### src/rtl/time_preset_ctrl_if.sv
// Button, timebase and display bundle for the time preset controller.
// HOLD_STATE outputs expose each hold FSM (0 idle, 1 slow, 2 fast) for checkers.
interface time_preset_ctrl_if;
  logic       SEC_PUSH;
  logic       MIN_PUSH;
  logic       SEC_HOLD;
  logic       MIN_HOLD;
  logic       HALF_SEC_PULSE;
  logic       TENTH_SEC_PULSE;
  logic       UP_DOWN_TOGGLE;
  logic       CLEAR;
  logic [3:0] M_HI;
  logic [3:0] M_LO;
  logic [2:0] S_HI;
  logic [3:0] S_LO;
  logic       DOWN_MODE;
  logic       COUNT_UP_SEC_PULSE;
  logic       COUNT_UP_MIN_PULSE;
  logic       ZERO;
  logic [1:0] SEC_HOLD_STATE;
  logic [1:0] MIN_HOLD_STATE;

  modport master (
    output SEC_PUSH, MIN_PUSH, SEC_HOLD, MIN_HOLD, HALF_SEC_PULSE, TENTH_SEC_PULSE,
           UP_DOWN_TOGGLE, CLEAR,
    input  M_HI, M_LO, S_HI, S_LO, DOWN_MODE, COUNT_UP_SEC_PULSE, COUNT_UP_MIN_PULSE,
           ZERO, SEC_HOLD_STATE, MIN_HOLD_STATE
  );

  modport slave (
    input  SEC_PUSH, MIN_PUSH, SEC_HOLD, MIN_HOLD, HALF_SEC_PULSE, TENTH_SEC_PULSE,
           UP_DOWN_TOGGLE, CLEAR,
    output M_HI, M_LO, S_HI, S_LO, DOWN_MODE, COUNT_UP_SEC_PULSE, COUNT_UP_MIN_PULSE,
           ZERO, SEC_HOLD_STATE, MIN_HOLD_STATE
  );
endinterface

### src/rtl/time_preset_ctrl.sv
// BCD mm:ss preset with push/hold stepping, up/down mode, clear and zero flag.
// Inputs are level/pulse signals with no handshake; every input is sampled each CLK edge.
module time_preset_ctrl #(
  parameter int MIN_LIMIT     = 99,
  parameter int HOLD_FAST_CNT = 4,
  parameter int CARRY_EN      = 1
) (
  input  logic              CLK,
  input  logic              RES,
  time_preset_ctrl_if.slave bus
);

  localparam logic [1:0] ST_IDLE = 2'd0;
  localparam logic [1:0] ST_SLOW = 2'd1;
  localparam logic [1:0] ST_FAST = 2'd2;
  localparam logic [3:0] M_MAX_HI = 4'(MIN_LIMIT / 10);
  localparam logic [3:0] M_MAX_LO = 4'(MIN_LIMIT % 10);
  localparam logic [3:0] FAST_AT  = 4'(HOLD_FAST_CNT);

  // Index 0 is the seconds button, index 1 the minutes button.
  logic [1:0] st_q  [2];
  logic [3:0] cnt_q [2];
  logic [1:0] hold;
  logic [1:0] rep;

  logic [3:0] m_hi_q, m_lo_q, s_lo_q;
  logic [2:0] s_hi_q;
  logic [3:0] m_hi_n, m_lo_n, s_lo_n;
  logic [2:0] s_hi_n;
  logic       down_q, sec_pls_q, min_pls_q;
  logic       sec_ev, min_ev, s_wrap, m_step;

  assign hold = {bus.MIN_HOLD, bus.SEC_HOLD};

  always_comb begin
    rep = '0;
    for (int i = 0; i < 2; i++)
      rep[i] = hold[i] && ((st_q[i] == ST_SLOW && bus.HALF_SEC_PULSE) ||
                           (st_q[i] == ST_FAST && bus.TENTH_SEC_PULSE));
  end

  always_ff @(posedge CLK) begin
    for (int i = 0; i < 2; i++) begin
      if (RES || bus.CLEAR || !hold[i]) begin
        st_q[i]  <= ST_IDLE;
        cnt_q[i] <= 4'd0;
      end else begin
        case (st_q[i])
          ST_IDLE: begin
            st_q[i]  <= ST_SLOW;
            cnt_q[i] <= 4'd0;
          end
          ST_SLOW: begin
            if (bus.HALF_SEC_PULSE) begin
              cnt_q[i] <= cnt_q[i] + 4'd1;
              if (cnt_q[i] + 4'd1 == FAST_AT) st_q[i] <= ST_FAST;
            end
          end
          ST_FAST: st_q[i] <= ST_FAST;
          default: st_q[i] <= ST_IDLE;
        endcase
      end
    end
  end

  // A push and a repeat in the same cycle merge into one event.
  assign sec_ev = bus.SEC_PUSH | rep[0];
  assign min_ev = bus.MIN_PUSH | rep[1];

  always_comb begin
    s_hi_n = s_hi_q;
    s_lo_n = s_lo_q;
    m_hi_n = m_hi_q;
    m_lo_n = m_lo_q;
    s_wrap = 1'b0;
    if (!min_ev && sec_ev) begin
      if (!down_q) begin
        if (s_lo_q == 4'd9) begin
          s_lo_n = 4'd0;
          if (s_hi_q == 3'd5) begin
            s_hi_n = 3'd0;
            s_wrap = 1'b1;
          end else begin
            s_hi_n = s_hi_q + 3'd1;
          end
        end else begin
          s_lo_n = s_lo_q + 4'd1;
        end
      end else begin
        if (s_lo_q == 4'd0) begin
          s_lo_n = 4'd9;
          if (s_hi_q == 3'd0) begin
            s_hi_n = 3'd5;
            s_wrap = 1'b1;
          end else begin
            s_hi_n = s_hi_q - 3'd1;
          end
        end else begin
          s_lo_n = s_lo_q - 4'd1;
        end
      end
    end
    // A coincident minutes event wins and the seconds event is dropped.
    m_step = min_ev || (s_wrap && (CARRY_EN != 0));
    if (m_step) begin
      if (!down_q) begin
        if (m_hi_q == M_MAX_HI && m_lo_q == M_MAX_LO) begin
          m_hi_n = 4'd0;
          m_lo_n = 4'd0;
        end else if (m_lo_q == 4'd9) begin
          m_hi_n = m_hi_q + 4'd1;
          m_lo_n = 4'd0;
        end else begin
          m_lo_n = m_lo_q + 4'd1;
        end
      end else begin
        if (m_hi_q == 4'd0 && m_lo_q == 4'd0) begin
          m_hi_n = M_MAX_HI;
          m_lo_n = M_MAX_LO;
        end else if (m_lo_q == 4'd0) begin
          m_hi_n = m_hi_q - 4'd1;
          m_lo_n = 4'd9;
        end else begin
          m_lo_n = m_lo_q - 4'd1;
        end
      end
    end
  end

  always_ff @(posedge CLK) begin
    if (RES || bus.CLEAR) begin
      m_hi_q    <= 4'd0;
      m_lo_q    <= 4'd0;
      s_hi_q    <= 3'd0;
      s_lo_q    <= 4'd0;
      sec_pls_q <= 1'b0;
      min_pls_q <= 1'b0;
    end else begin
      m_hi_q    <= m_hi_n;
      m_lo_q    <= m_lo_n;
      s_hi_q    <= s_hi_n;
      s_lo_q    <= s_lo_n;
      sec_pls_q <= sec_ev && !min_ev;
      min_pls_q <= min_ev;
    end
  end

  always_ff @(posedge CLK) begin
    if (RES)                     down_q <= 1'b0;
    else if (bus.UP_DOWN_TOGGLE) down_q <= ~down_q;
  end

  assign bus.M_HI               = m_hi_q;
  assign bus.M_LO               = m_lo_q;
  assign bus.S_HI               = s_hi_q;
  assign bus.S_LO               = s_lo_q;
  assign bus.DOWN_MODE          = down_q;
  assign bus.COUNT_UP_SEC_PULSE = sec_pls_q;
  assign bus.COUNT_UP_MIN_PULSE = min_pls_q;
  assign bus.ZERO               = (m_hi_q == 4'd0) && (m_lo_q == 4'd0) &&
                                  (s_hi_q == 3'd0) && (s_lo_q == 4'd0);
  assign bus.SEC_HOLD_STATE     = st_q[0];
  assign bus.MIN_HOLD_STATE     = st_q[1];

endmodule

### src/flat_wrapper.sv
// flat-port wrapper written by rule: the top's interface ports become plain ports
module time_preset_ctrl_flat 
#(
  parameter int MIN_LIMIT     = 99,
  parameter int HOLD_FAST_CNT = 4,
  parameter int CARRY_EN      = 1
)
  (CLK, RES, bus_SEC_PUSH, bus_MIN_PUSH, bus_SEC_HOLD, bus_MIN_HOLD, bus_HALF_SEC_PULSE, bus_TENTH_SEC_PULSE, bus_UP_DOWN_TOGGLE, bus_CLEAR, bus_M_HI, bus_M_LO, bus_S_HI, bus_S_LO, bus_DOWN_MODE, bus_COUNT_UP_SEC_PULSE, bus_COUNT_UP_MIN_PULSE, bus_ZERO, bus_SEC_HOLD_STATE, bus_MIN_HOLD_STATE);
  time_preset_ctrl_if bus_i ();
  input  logic CLK;
  input  logic RES;
  input wire logic [$bits(bus_i.SEC_PUSH)-1:0] bus_SEC_PUSH;
  input wire logic [$bits(bus_i.MIN_PUSH)-1:0] bus_MIN_PUSH;
  input wire logic [$bits(bus_i.SEC_HOLD)-1:0] bus_SEC_HOLD;
  input wire logic [$bits(bus_i.MIN_HOLD)-1:0] bus_MIN_HOLD;
  input wire logic [$bits(bus_i.HALF_SEC_PULSE)-1:0] bus_HALF_SEC_PULSE;
  input wire logic [$bits(bus_i.TENTH_SEC_PULSE)-1:0] bus_TENTH_SEC_PULSE;
  input wire logic [$bits(bus_i.UP_DOWN_TOGGLE)-1:0] bus_UP_DOWN_TOGGLE;
  input wire logic [$bits(bus_i.CLEAR)-1:0] bus_CLEAR;
  output wire logic [$bits(bus_i.M_HI)-1:0] bus_M_HI;
  output wire logic [$bits(bus_i.M_LO)-1:0] bus_M_LO;
  output wire logic [$bits(bus_i.S_HI)-1:0] bus_S_HI;
  output wire logic [$bits(bus_i.S_LO)-1:0] bus_S_LO;
  output wire logic [$bits(bus_i.DOWN_MODE)-1:0] bus_DOWN_MODE;
  output wire logic [$bits(bus_i.COUNT_UP_SEC_PULSE)-1:0] bus_COUNT_UP_SEC_PULSE;
  output wire logic [$bits(bus_i.COUNT_UP_MIN_PULSE)-1:0] bus_COUNT_UP_MIN_PULSE;
  output wire logic [$bits(bus_i.ZERO)-1:0] bus_ZERO;
  output wire logic [$bits(bus_i.SEC_HOLD_STATE)-1:0] bus_SEC_HOLD_STATE;
  output wire logic [$bits(bus_i.MIN_HOLD_STATE)-1:0] bus_MIN_HOLD_STATE;
  assign bus_i.SEC_PUSH = bus_SEC_PUSH;
  assign bus_i.MIN_PUSH = bus_MIN_PUSH;
  assign bus_i.SEC_HOLD = bus_SEC_HOLD;
  assign bus_i.MIN_HOLD = bus_MIN_HOLD;
  assign bus_i.HALF_SEC_PULSE = bus_HALF_SEC_PULSE;
  assign bus_i.TENTH_SEC_PULSE = bus_TENTH_SEC_PULSE;
  assign bus_i.UP_DOWN_TOGGLE = bus_UP_DOWN_TOGGLE;
  assign bus_i.CLEAR = bus_CLEAR;
  assign bus_M_HI = bus_i.M_HI;
  assign bus_M_LO = bus_i.M_LO;
  assign bus_S_HI = bus_i.S_HI;
  assign bus_S_LO = bus_i.S_LO;
  assign bus_DOWN_MODE = bus_i.DOWN_MODE;
  assign bus_COUNT_UP_SEC_PULSE = bus_i.COUNT_UP_SEC_PULSE;
  assign bus_COUNT_UP_MIN_PULSE = bus_i.COUNT_UP_MIN_PULSE;
  assign bus_ZERO = bus_i.ZERO;
  assign bus_SEC_HOLD_STATE = bus_i.SEC_HOLD_STATE;
  assign bus_MIN_HOLD_STATE = bus_i.MIN_HOLD_STATE;
  time_preset_ctrl #(.MIN_LIMIT(MIN_LIMIT), .HOLD_FAST_CNT(HOLD_FAST_CNT), .CARRY_EN(CARRY_EN)) u_core (.CLK(CLK), .RES(RES), .bus(bus_i));
endmodule
### config.mk
export PLATFORM = sky130hd
export DESIGN_NAME = time_preset_ctrl_flat
export DESIGN_NICKNAME = d
export VERILOG_FILES = /design/src/rtl/time_preset_ctrl_if.sv /design/src/rtl/time_preset_ctrl.sv /design/src/flat_wrapper.sv
export SDC_FILE = /design/constraint.sdc
export NUM_CORES = 1
export LEC_CHECK = 0
export CAP_MARGIN = 0
export CORE_ASPECT_RATIO = 1.2
export CORE_UTILIZATION = 25
export DETAILED_ROUTE_END_ITERATION = 10
export DONT_BUFFER_PORTS = 1
export HOLD_SLACK_MARGIN = 0.12
export PLACE_DENSITY = 0.39
export SYNTH_ARGS = -nofsm -noshare
export SYNTH_HDL_FRONTEND = slang
export SYNTH_SLANG_ARGS = --single-unit
### constraint.sdc
create_clock -name CLK -period 2 [get_ports CLK]
set_input_delay 0.4 -clock CLK [delete_from_list [all_inputs] [get_ports CLK]]
set_output_delay 0.4 -clock CLK [all_outputs]
set_load 0.01 [all_outputs]
==> metrics.cfg, run 1 <==
[clock_tree]
root_buffer = clkbuf_8
clock-sinks = 30
cts_tree = yes
numCtsBuffers = 5
clk_pin_slew_ns = 0.07
hold_buffers = 0
cts_buffer_depth = 2
cts_htree_levels = 2
clkLatencyLatePin_ns = 0.28

[setup_path]
critical_path.max_fanout = 2
slowest_delay_ns = 0.40
endpoint_kind = primary output
startpoint_type = register
cp_top_family = simple AND/OR/NAND/NOR gates
crit_buf_inv = 1
path_class = register to primary output
startpoint = u_core.bus.M_LO[0]$_SDFFE_PP0P_
rr_endpoint = u_core.bus.M_HI[3]$_SDFFE_PP0P_
r2r_cells = 8
crit_chain = inv_2 > ha_4 > or3b_4 > nor4b_4 > and3_4
cpMaxStageDelayCell = or3b_4
regToRegSetupSlack_ns = 0.10
cp.required_ns = 1.60
cp_num_cells = 5
crit-reg2reg-launch = u_core.bus.M_LO[0]$_SDFFE_PP0P_
critical_path_arrival_ns = 1.69

[grt]
grt_util_all_layers_pct = 13.3
grt_max_degree = 19
grt_overflow = 0
grt_pass1_wl_mm = 9.08
antenna_found_initial = 0
grt_pass1_vias = 1890

[cells_and_area]
drive_gt1_share_pct = 23.9
num-nets-final = 301
fillers = 881
final_area_um2 = 2610
area_delta_synth_final_pct = 24.4
insertedDiodeCount = 0
final_cells = 394

[routing]
drt.antenna.violating_nets = 0
drt_pass1_iterations = 4
drc_errors = 0
drtIter0Drc = 75
vias = 1909
via_per_inst = 4.85
routedWlPerCell_um = 13.8
drt_wl_total_mm = 5.43

[timing]
finalClockSkew_ns = 0.00441
fmax_mhz = 477
tightest_slew_ns = 0.532
period_share_pct = 105
finalSetupTns_ns = -0.0946
relSlewSlack_pct = 64.3
rsz0062_at_grt = true
setup_ws_ns = -0.0946
setup_viol = 1
hold_viol = 0
finalCriticalPeriod_ns = 2.09
slew_viol_final = 0

[synthesis]
syn_area_um2 = 2100
synth_cell_types = 59
synth_edf_count = 12
ys_seq_elements = 30
ys_seq_area_share_pct = 34.3
ys_warn_count = 0
syn_inst = 244
synth_nets = 266
synthFlopType = dfxtp_1
synth_area_per_cell_um2 = 8.60
synthArstFlopShare_pct = 0

[floorplan]
die_w_um = 85.7
core_area_um2 = 8150
start_util_pct = 25.8
rows = 36
die_h_um = 102
design.portCount = 33
die_area_um2 = 8770

[pwr]
pwr-share-clk_pct = 33.0
internal_power_w = 0.00103
switching_share_pct = 28.5
ir_drop_mv = 0.222
p_per_area_nw_per_um2 = 553
p_seq_share_pct = 45.9
combPwrFrac_pct = 21.0
switching_power_w = 0.000411
leakage_nw = 1.00

[placement]
dp_slack_ns = 0.108
dp_cells = 382
place_area_um2 = 2470
gp_congestion = 0.747
dp_hpwl_mm = 4.13
io_buffers = 0

[hold_path]
hold_end = u_core.bus.DOWN_MODE$_SDFFE_PP0P_
hold_path.class = primary input to register
holdPathStages = 1
hp-start = RES

[status]
violations = negative setup slack
status = complete, but fails checks

[run]
max_cap_viol_count = 0

[worst register-to-register path, delay by kind of cell (launching register included)]
kind,cells,cell delay [ns]
buffers and inverters,2,0.23
AND/OR/NAND/NOR,3,0.98
flip-flops,1,0.33
AO/OA/AOI/OAI,2,0.19
adder cells (fa/ha/maj),1,0.13
[how the worst max path moves through the flow]
| stage | endpoint | slack [ns] |
|---|---|---|
| finish | bus_ZERO | -0.09 |
| global route | bus_ZERO | -0.17 |
| CTS | bus_ZERO | -0.18 |
| detailed placement | u_core.bus.M_HI[0]$_SDFFE_PP0P_ | 0.11 |
| global placement | u_core.bus.S_LO[1]$_SDFFE_PP0P_ | 0.13 |
| floorplan | bus_ZERO | 0.01 |
[cells in the mapped netlist, drive strengths merged, types with 2 or more instances]
master	number	share of area (%)
o211ai	5	1.8
and3	5	1.5
buf	7	2.2
a21boi	2	0.72
nor3b	2	0.71
ha	12	7.2
and2	2	0.60
nand3b	5	1.8
nor4	2	0.89
nand2b	8	2.4
inv	10	1.8
nand2	24	4.3
nor3	5	1.2
clkbuf	6	1.1
and4b	2	0.95
xnor2	2	0.83
edfxtp	12	17
dfxtp	18	17
nor2b	10	3.0
a21oi	16	3.8
o22ai	3	0.89
a211oi	2	1.2
o21ai	15	3.6
o21a	2	0.71
xor2	3	1.3
a311oi	3	2.1
or3	3	0.89
nand4	2	0.60
a31o	2	0.83
o31ai	3	1.1
nand3	8	1.9
nor2	21	3.8
and3b	2	0.83
[metal layers]
layer / global-route usage, % / wire length, um / share of wire, %
met5: 0 / 0 / 0
met3: 3.31 / 262 / 4.8
met4: 5.00 / 55 / 1.0
met1: 15.5 / 2450 / 45
met2: 23.4 / 2660 / 49
[area by class of cell]
cell class	count	area (um2)	share of cell area, %
inverters	10	37.5	1.44
well taps	114	143	5.46
multi-input cells	191	1310	50.0
flip-flops and latches	30	723	27.7
clock buffers	6	72.6	2.78
repair buffers	41	320	12.3
clock inverters	2	8.76	0.335
[per-stage QoR]
step	power (W)	hold WS (ns)	utilization (%)
global placement	0.000962	0.476	30.3
CTS	0.00147	0.170	31.7
floorplan	0.000868	0.472	-
global route	0.00153	0.170	32.0
finish	0.00144	0.179	32.0
detailed placement	0.000961	0.476	30.3
[flip-flops by register name (all words and copies together) (netlist names)]
signal	flops
u_core.bus.COUNT_UP_SEC_PULSE	1
u_core.cnt_q	8
u_core.bus.M_HI	4
u_core.bus.S_HI	3
u_core.bus.S_LO	4
u_core.bus.DOWN_MODE	1
u_core.bus.M_LO	4
u_core.st_q	4
u_core.bus.COUNT_UP_MIN_PULSE	1
[logic make-up after synthesis]
family | after synthesis | share of synthesized area (%)
compound gates | 65 | 22.1
simple gates | 108 | 28.8
fa+ha+maj | 12 | 7.15
mux | 1 | 0.477
buf+inv | 23 | 5.07
xor+xnor | 5 | 2.09
flops | 30 | 34.3
[power groups by stage]
stage                     logic (W)  registers (W)  clock network, W
final                      0.000303       0.000663          0.000477
after global routing       0.000335       0.000666          0.000527
after CTS                  0.000301       0.000663          0.000505
after detailed placement   0.000284       0.000677                 0
after global placement     0.000285       0.000677                 0
after floorplan            0.000185       0.000683                 0
[layout by cell type, fill, tap and decap left out, types with 2 or more instances in the layout]
cell type  instances
o22ai_1            3
dfxtp_1           16
o21ai_1            3
nand4_1            2
a21oi_1           15
dfxtp_2            2
nor3_1             4
a311oi_1           2
nand3b_1           5
nor3b_1            2
nor2_1            21
a31o_2             2
nand2_1           24
o21a_1             2
a211oi_2           2
edfxtp_1          12
nor2b_1           10
and2_1             2
inv_1              8
nand3_1            8
inv_2              2
ha_1              11
and4b_1            2
o21ai_0           12
xor2_1             3
buf_4             40
clkbuf_8           5
xnor2_1            2
or3_1              3
nand2b_1           7
and3_1             4
o31ai_1            3
o211ai_1           5
and3b_1            2
[repair_timing]
| action | 4_1_cts | 5_1_grt |
|---|---|---|
| pin swaps | 3 | 4 |
| buffers inserted | 3 | 1 |
| gates resized for setup | 2 | 4 |
| setup endpoints to repair | 1 | 5 |
(Power assumes the default switching activity.)
==> inputs of run 2 (changes only) <==
--- a/config.mk
+++ b/config.mk
@@ -7,11 +7,13 @@
 export LEC_CHECK = 0
 export CAP_MARGIN = 0
 export CORE_ASPECT_RATIO = 1.2
+export CORE_MARGIN = 3
 export CORE_UTILIZATION = 25
 export DETAILED_ROUTE_END_ITERATION = 10
 export DONT_BUFFER_PORTS = 1
 export HOLD_SLACK_MARGIN = 0.12
 export PLACE_DENSITY = 0.39
+export SKIP_LAST_GASP = 1
 export SYNTH_ARGS = -nofsm -noshare
 export SYNTH_HDL_FRONTEND = slang
 export SYNTH_SLANG_ARGS = --single-unit
==> metrics.cfg, run 2 (synthesis gave the netlist of run 1 again) <==
[clock_tree]
cts_buffer_depth = 2  ; unchanged
root_buffer = clkbuf_8  ; unchanged
clk_pin_slew_ns = 0.07  ; about the same
cts_htree_levels = 2  ; unchanged
clkLatencyLatePin_ns = 0.28  ; about the same
cts_tree = yes  ; unchanged
numCtsBuffers = 5  ; unchanged
clock-sinks = 30  ; unchanged
hold_buffers = 0  ; unchanged

[setup_path]
critical_path_arrival_ns = 1.70  ; was 1.69 ns
startpoint = u_core.bus.M_LO[0]$_SDFFE_PP0P_  ; unchanged
startpoint_type = register  ; unchanged
path_class = register to primary output  ; unchanged
endpoint = bus_ZERO  ; unchanged
r2r_cells = 8  ; unchanged
cp_top_family = simple AND/OR/NAND/NOR gates  ; unchanged
regToRegSetupSlack_ns = 0.07  ; was 0.10 ns
cp_num_cells = 5  ; unchanged
slowest_delay_ns = 0.39  ; was 0.40 ns
crit_chain = inv_2 > ha_4 > or3b_4 > nor4b_4 > and3_4  ; unchanged
critical_path.max_fanout = 2  ; unchanged
endpoint_kind = primary output  ; unchanged
rr_endpoint = u_core.bus.M_HI[3]$_SDFFE_PP0P_  ; unchanged
cpMaxStageDelayCell = or3b_4  ; unchanged
crit-reg2reg-launch = u_core.bus.M_LO[0]$_SDFFE_PP0P_  ; unchanged
crit_buf_inv = 1  ; unchanged
cp.required_ns = 1.60  ; about the same

[pwr]
switching_share_pct = 26.8  ; was 28.5%
ir_drop_mv = 0.236  ; was 0.222 mV
p_per_area_nw_per_um2 = 601  ; was 553 nW/um2
pwr-share-clk_pct = 38.9  ; was 33.0%
switching_power_w = 0.000424  ; was 0.000411 W
internal_power_w = 0.00116  ; was 0.00103 W
p_seq_share_pct = 41.8  ; was 45.9%
leakage_nw = 1.02  ; was 1.00 nW
combPwrFrac_pct = 19.4  ; was 21.0%

[timing]
period_share_pct = 105  ; about the same
relSlewSlack_pct = 68.9  ; was 64.3%
finalCriticalPeriod_ns = 2.10  ; was 2.09 ns
setup_viol = 1  ; unchanged
slew_viol_final = 0  ; unchanged
tightest_slew_ns = 0.464  ; was 0.532 ns
hold_viol = 0  ; unchanged
fmax_mhz = 476  ; was 477 MHz
finalClockSkew_ns = 0.00597  ; was 0.00441 ns
rsz0062_at_grt = true  ; unchanged
setup_ws_ns = -0.101  ; was -0.0946 ns

[floorplan]
rows = 36  ; unchanged
design.portCount = 33  ; unchanged
die_w_um = 89.7  ; was 85.7 um
die_h_um = 106  ; was 102 um
die_area_um2 = 9540  ; was 8770 um2
start_util_pct = 25.8  ; unchanged
core_area_um2 = 8150  ; unchanged

[cells_and_area]
final_cells = 393  ; was 394
utilization_pct = 32.3  ; was 32.0%
largest_reg_flops = 8  ; unchanged
final_cell_mix = buf_4, nand2_1, nor2_1, dfxtp_1, a21oi_1  ; unchanged
area_delta_synth_final_pct = 25.5  ; was 24.4%
num-nets-final = 300  ; was 301
final_common_cell = buf_4  ; unchanged
insertedDiodeCount = 0  ; unchanged
fillers = 872  ; was 881
drive_gt1_share_pct = 24.7  ; was 23.9%
final_area_um2 = 2640  ; was 2610 um2
regMostFlops = u_core.cnt_q  ; unchanged

[status]
status = complete, but fails checks  ; unchanged
violations = negative setup slack  ; unchanged

[grt]
antenna_found_initial = 0  ; unchanged
grt_max_degree = 24  ; was 19
grt_overflow = 0  ; unchanged
grt_util_all_layers_pct = 12.5  ; was 13.3%
grt_pass1_vias = 1841  ; was 1890
grt_pass1_wl_mm = 9.28  ; was 9.08 mm

[routing]
via_per_inst = 4.79  ; was 4.85
drt_pass1_iterations = 4  ; unchanged
drc_errors = 0  ; unchanged
vias = 1883  ; was 1909
drt.antenna.violating_nets = 0  ; unchanged
drtIter0Drc = 85  ; was 75
routedWlPerCell_um = 14.4  ; was 13.8 um
drt_wl_total_mm = 5.66  ; was 5.43 mm

[placement]
place_area_um2 = 2460  ; was 2470 um2
io_buffers = 0  ; unchanged
gp_congestion = 0.808  ; was 0.747
dp_hpwl_mm = 4.19  ; was 4.13 mm
dp_cells = 381  ; was 382

[hold_path]
hold_path.class = primary input to register  ; unchanged

[run]
max_cap_viol_count = 0  ; unchanged

==> run 2: cell count changes in the layout (fill, tap and decap cells not counted), sizes merged <==
cell,previous run,this run
buf,41,40
bufinv,0,1
clkbuf,6,5
==> run 2: stage by stage <==
stage / TNS (ns) / setup slack, ns / power, W / hold slack, ns
floorplan: 0 / 0.0131 / 0.000868 / 0.472
finish: -0.101 / -0.101 / 0.00158 / 0.176
detailed placement: 0 / 0.0749 / 0.000960 / 0.475
CTS: -0.291 / -0.163 / 0.00161 / 0.165
global placement: 0 / 0.110 / 0.000960 / 0.473
global route: -0.247 / -0.203 / 0.00168 / 0.150
==> run 2: final cells by class <==
class	instances	area, um2	share of cell area (%)
repair buffers	40	313	11.9
clock inverters	3	40.0	1.52
well taps	114	143	5.41
clock buffers	5	68.8	2.61
multi-input cells	191	1310	49.7
inverters	10	37.5	1.42
flip-flops and latches	30	723	27.4
==> run 2: power by group through the flow <==
stage / Sequential (W) / Combinational, W / Clock (W)
after CTS: 0.000662 / 0.000306 / 0.000643
after global placement: 0.000675 / 0.000284 / 0
after global routing: 0.000664 / 0.000338 / 0.000682
after detailed placement: 0.000675 / 0.000284 / 0
final: 0.000661 / 0.000307 / 0.000616
after floorplan: 0.000683 / 0.000185 / 0
==> run 2: worst min path at each step <==
| stage | start | cells after the start | end | slack (ns) |
|---|---|---|---|---|
| finish | RES | 1 | u_core.bus.DOWN_MODE$_SDFFE_PP0P_ | 0.18 |
| global route | RES | 1 | u_core.bus.DOWN_MODE$_SDFFE_PP0P_ | 0.15 |
| CTS | RES | 1 | u_core.bus.DOWN_MODE$_SDFFE_PP0P_ | 0.16 |
| detailed placement | RES | 1 | u_core.bus.DOWN_MODE$_SDFFE_PP0P_ | 0.48 |
| global placement | RES | 1 | u_core.bus.DOWN_MODE$_SDFFE_PP0P_ | 0.47 |
| floorplan | RES | 1 | u_core.bus.DOWN_MODE$_SDFFE_PP0P_ | 0.47 |
==> run 2: routing by layer <==
layer / global-route usage, % / up-vias / part of all wire (%)
met5: 0 / - / 0
met4: 3.19 / 0 / 0.81
met3: 3.33 / 4 / 4.6
met2: 21.3 / 33 / 49
met1: 15.3 / 881 / 45
li1: - / 965 / -
==> run 2: timing repair <==
item	CTS	global route
setup buffers	4	1
setup endpoints to repair	1	7
resized for setup	1	6
pin swaps	2	6
==> inputs of run 3 (changes only) <==
--- a/config.mk
+++ b/config.mk
@@ -5,14 +5,14 @@
 export SDC_FILE = /design/constraint.sdc
 export NUM_CORES = 1
 export LEC_CHECK = 0
-export CAP_MARGIN = 0
+export CAP_MARGIN = 15
 export CORE_ASPECT_RATIO = 1.2
 export CORE_MARGIN = 3
 export CORE_UTILIZATION = 25
 export DETAILED_ROUTE_END_ITERATION = 10
 export DONT_BUFFER_PORTS = 1
 export HOLD_SLACK_MARGIN = 0.12
-export PLACE_DENSITY = 0.39
+export PLACE_DENSITY = 0.49
 export SKIP_LAST_GASP = 1
 export SYNTH_ARGS = -nofsm -noshare
 export SYNTH_HDL_FRONTEND = slang
==> metrics.cfg, run 3 (synthesis gave the netlist of run 1 again) <==
[floorplan]
die_area_um2 = 9540  ; unchanged
start_util_pct = 25.8  ; unchanged
die_h_um = 106  ; unchanged
design.portCount = 33  ; unchanged
die_w_um = 89.7  ; unchanged
rows = 36  ; unchanged
core_area_um2 = 8150  ; unchanged

[clock_tree]
cts_htree_levels = 2  ; unchanged
cts_tree = yes  ; unchanged
numCtsBuffers = 5  ; unchanged
clkLatencyLatePin_ns = 0.28  ; about the same
clk_pin_slew_ns = 0.06  ; was 0.07 ns
clock-sinks = 30  ; unchanged
root_buffer = clkbuf_8  ; unchanged
cts_buffer_depth = 2  ; unchanged

[timing]
slew_viol_final = 0  ; unchanged
finalClockSkew_ns = 0.00613  ; was 0.00597 ns
hold-worst-slack_ns = 0.201  ; was 0.176 ns
finalSetupTns_ns = -0.0553  ; was -0.101 ns
tightest_slew_ns = 0.501  ; was 0.464 ns
finalCriticalPeriod_ns = 2.06  ; was 2.10 ns
setup_viol = 1  ; unchanged
hold_viol = 0  ; unchanged
rsz0062_at_grt = true  ; unchanged
setup_ws_ns = -0.0553  ; was -0.101 ns
fmax_mhz = 487  ; was 476 MHz
period_share_pct = 103  ; was 105%
relSlewSlack_pct = 66.4  ; was 68.9%

[placement]
place_area_um2 = 2480  ; was 2460 um2
dp_slack_ns = 0.0818  ; was 0.0749 ns
gp_congestion = 0.818  ; was 0.808
io_buffers = 0  ; unchanged
dp_hpwl_mm = 4.02  ; was 4.19 mm

[setup_path]
critical_path.max_fanout = 2  ; unchanged
regToRegSetupSlack_ns = 0.09  ; was 0.07 ns
startpoint = u_core.bus.M_LO[1]$_SDFFE_PP0P_  ; was u_core.bus.M_LO[0]$_SDFFE_PP0P_
critical_path_arrival_ns = 1.66  ; was 1.70 ns
cp.required_ns = 1.60  ; about the same
path_class = register to primary output  ; unchanged
endpoint_kind = primary output  ; unchanged
r2r_cells = 6  ; was 8
endpoint = bus_ZERO  ; unchanged
rr_endpoint = u_core.bus.M_HI[0]$_SDFFE_PP0P_  ; was u_core.bus.M_HI[3]$_SDFFE_PP0P_
startpoint_type = register  ; unchanged
crit-reg2reg-launch = u_core.st_q[0][0]$_SDFFCE_PP0P_  ; was u_core.bus.M_LO[0]$_SDFFE_PP0P_

[routing]
met1_length_mm = 2.33  ; was 2.56 mm
wl_met3_um = 343  ; was 260 um
drt_wl_total_mm = 5.22  ; was 5.66 mm
vias = 1900  ; was 1883
routedWlPerCell_um = 13.3  ; was 14.4 um
met2_wirelength_mm = 2.43  ; was 2.79 mm
top_layer = met4  ; unchanged
drt.antenna.violating_nets = 0  ; unchanged
drt_pass1_iterations = 4  ; unchanged
drtIter0Drc = 91  ; was 85
via_per_inst = 4.83  ; was 4.79
drc_errors = 0  ; unchanged

[hold_path]
hold_path.class = primary input to register  ; unchanged

[cells_and_area]
drive_gt1_share_pct = 23.7  ; was 24.7%
area_delta_synth_final_pct = 23.7  ; was 25.5%
largest_reg_flops = 8  ; unchanged
final_cell_mix = buf_4, nand2_1, nor2_1, a21oi_1, dfxtp_1  ; was buf_4, nand2_1, nor2_1, dfxtp_1, a21oi_1
insertedDiodeCount = 0  ; unchanged
final_common_cell = buf_4  ; unchanged
final_area_um2 = 2600  ; was 2640 um2
regMostFlops = u_core.cnt_q  ; unchanged
fillers = 878  ; was 872
num-nets-final = 300  ; unchanged
utilization_pct = 31.9  ; was 32.3%

[pwr]
ir_drop_mv = 0.315  ; was 0.236 mV
leakage_nw = 0.999  ; was 1.02 nW
p_per_area_nw_per_um2 = 548  ; was 601 nW/um2

[grt]
grt_pass1_wl_mm = 8.67  ; was 9.28 mm
grt_pass1_vias = 1861  ; was 1841
grt_util_all_layers_pct = 11.4  ; was 12.5%
grt_overflow = 0  ; unchanged
antenna_found_initial = 0  ; unchanged
grt_max_degree = 33  ; was 24

[status]
violations = negative setup slack  ; unchanged
status = complete, but fails checks  ; unchanged

[run]
max_cap_viol_count = 0  ; unchanged

run 3: per-layer routing:
| metal | vias to the layer above | global-route usage [%] |
|---|---|---|
| li1 | 963 | - |
| met1 | 875 | 13.9 |
| met2 | 53 | 17.8 |
| met3 | 9 | 4.03 |
| met4 | 0 | 5.11 |
| met5 | - | 0 |
run 3: layout make-up:
cell class                 count  area [um2]  share of cell area [%]
multi-input combinational    191        1300                    50.0
sequential                    30         726                    27.9
timing repair buffer          40         313                    12.0
tap                          114         143                    5.49
clock buffer                   6        72.6                    2.79
inverter                      10        37.5                    1.45
clock inverter                 2        8.76                   0.337
run 3: worst min path at each step:
stage,from,to,slack (ns),cells past startpoint
2_1_floorplan,RES,u_core.bus.DOWN_MODE$_SDFFE_PP0P_,0.47,1
5_1_grt,RES,u_core.bus.DOWN_MODE$_SDFFE_PP0P_,0.18,1
3_5_place_dp,RES,u_core.bus.DOWN_MODE$_SDFFE_PP0P_,0.49,1
6_report,RES,u_core.bus.DOWN_MODE$_SDFFE_PP0P_,0.20,1
4_1_cts,RES,u_core.bus.DOWN_MODE$_SDFFE_PP0P_,0.19,1
3_3_place_gp,RES,u_core.bus.DOWN_MODE$_SDFFE_PP0P_,0.49,1
run 3: where the power goes:
group          internal, W  switching [W]  total, W
Clock             0.000239       0.000233  0.000471
Combinational     0.000137       0.000149  0.000286
Sequential        0.000648      0.0000172  0.000665
run 3: what timing repair did:
| action | CTS | global route |
|---|---|---|
| buffers inserted | 2 | 0 |
| endpoints found under the setup margin | 1 | 4 |
| hold buffers | 0 | 0 |
| resized for setup | 1 | 5 |
| pin swaps | 2 | 3 |
run 3: per-stage QoR:
stage               power (W)  instances
finish                0.00142        393
global route          0.00150        393
CTS                   0.00144        393
detailed placement   0.000951        383
global placement     0.000949        383
floorplan            0.000868        244
run 3: worst max-delay path, cell delays in order, from the launching register on:
cell and delay (ns):
dfxtp_2 0.32, inv_2 0.07, ha_4 0.13, or3b_4 0.39, nor4b_4 0.23, and3_4 0.24
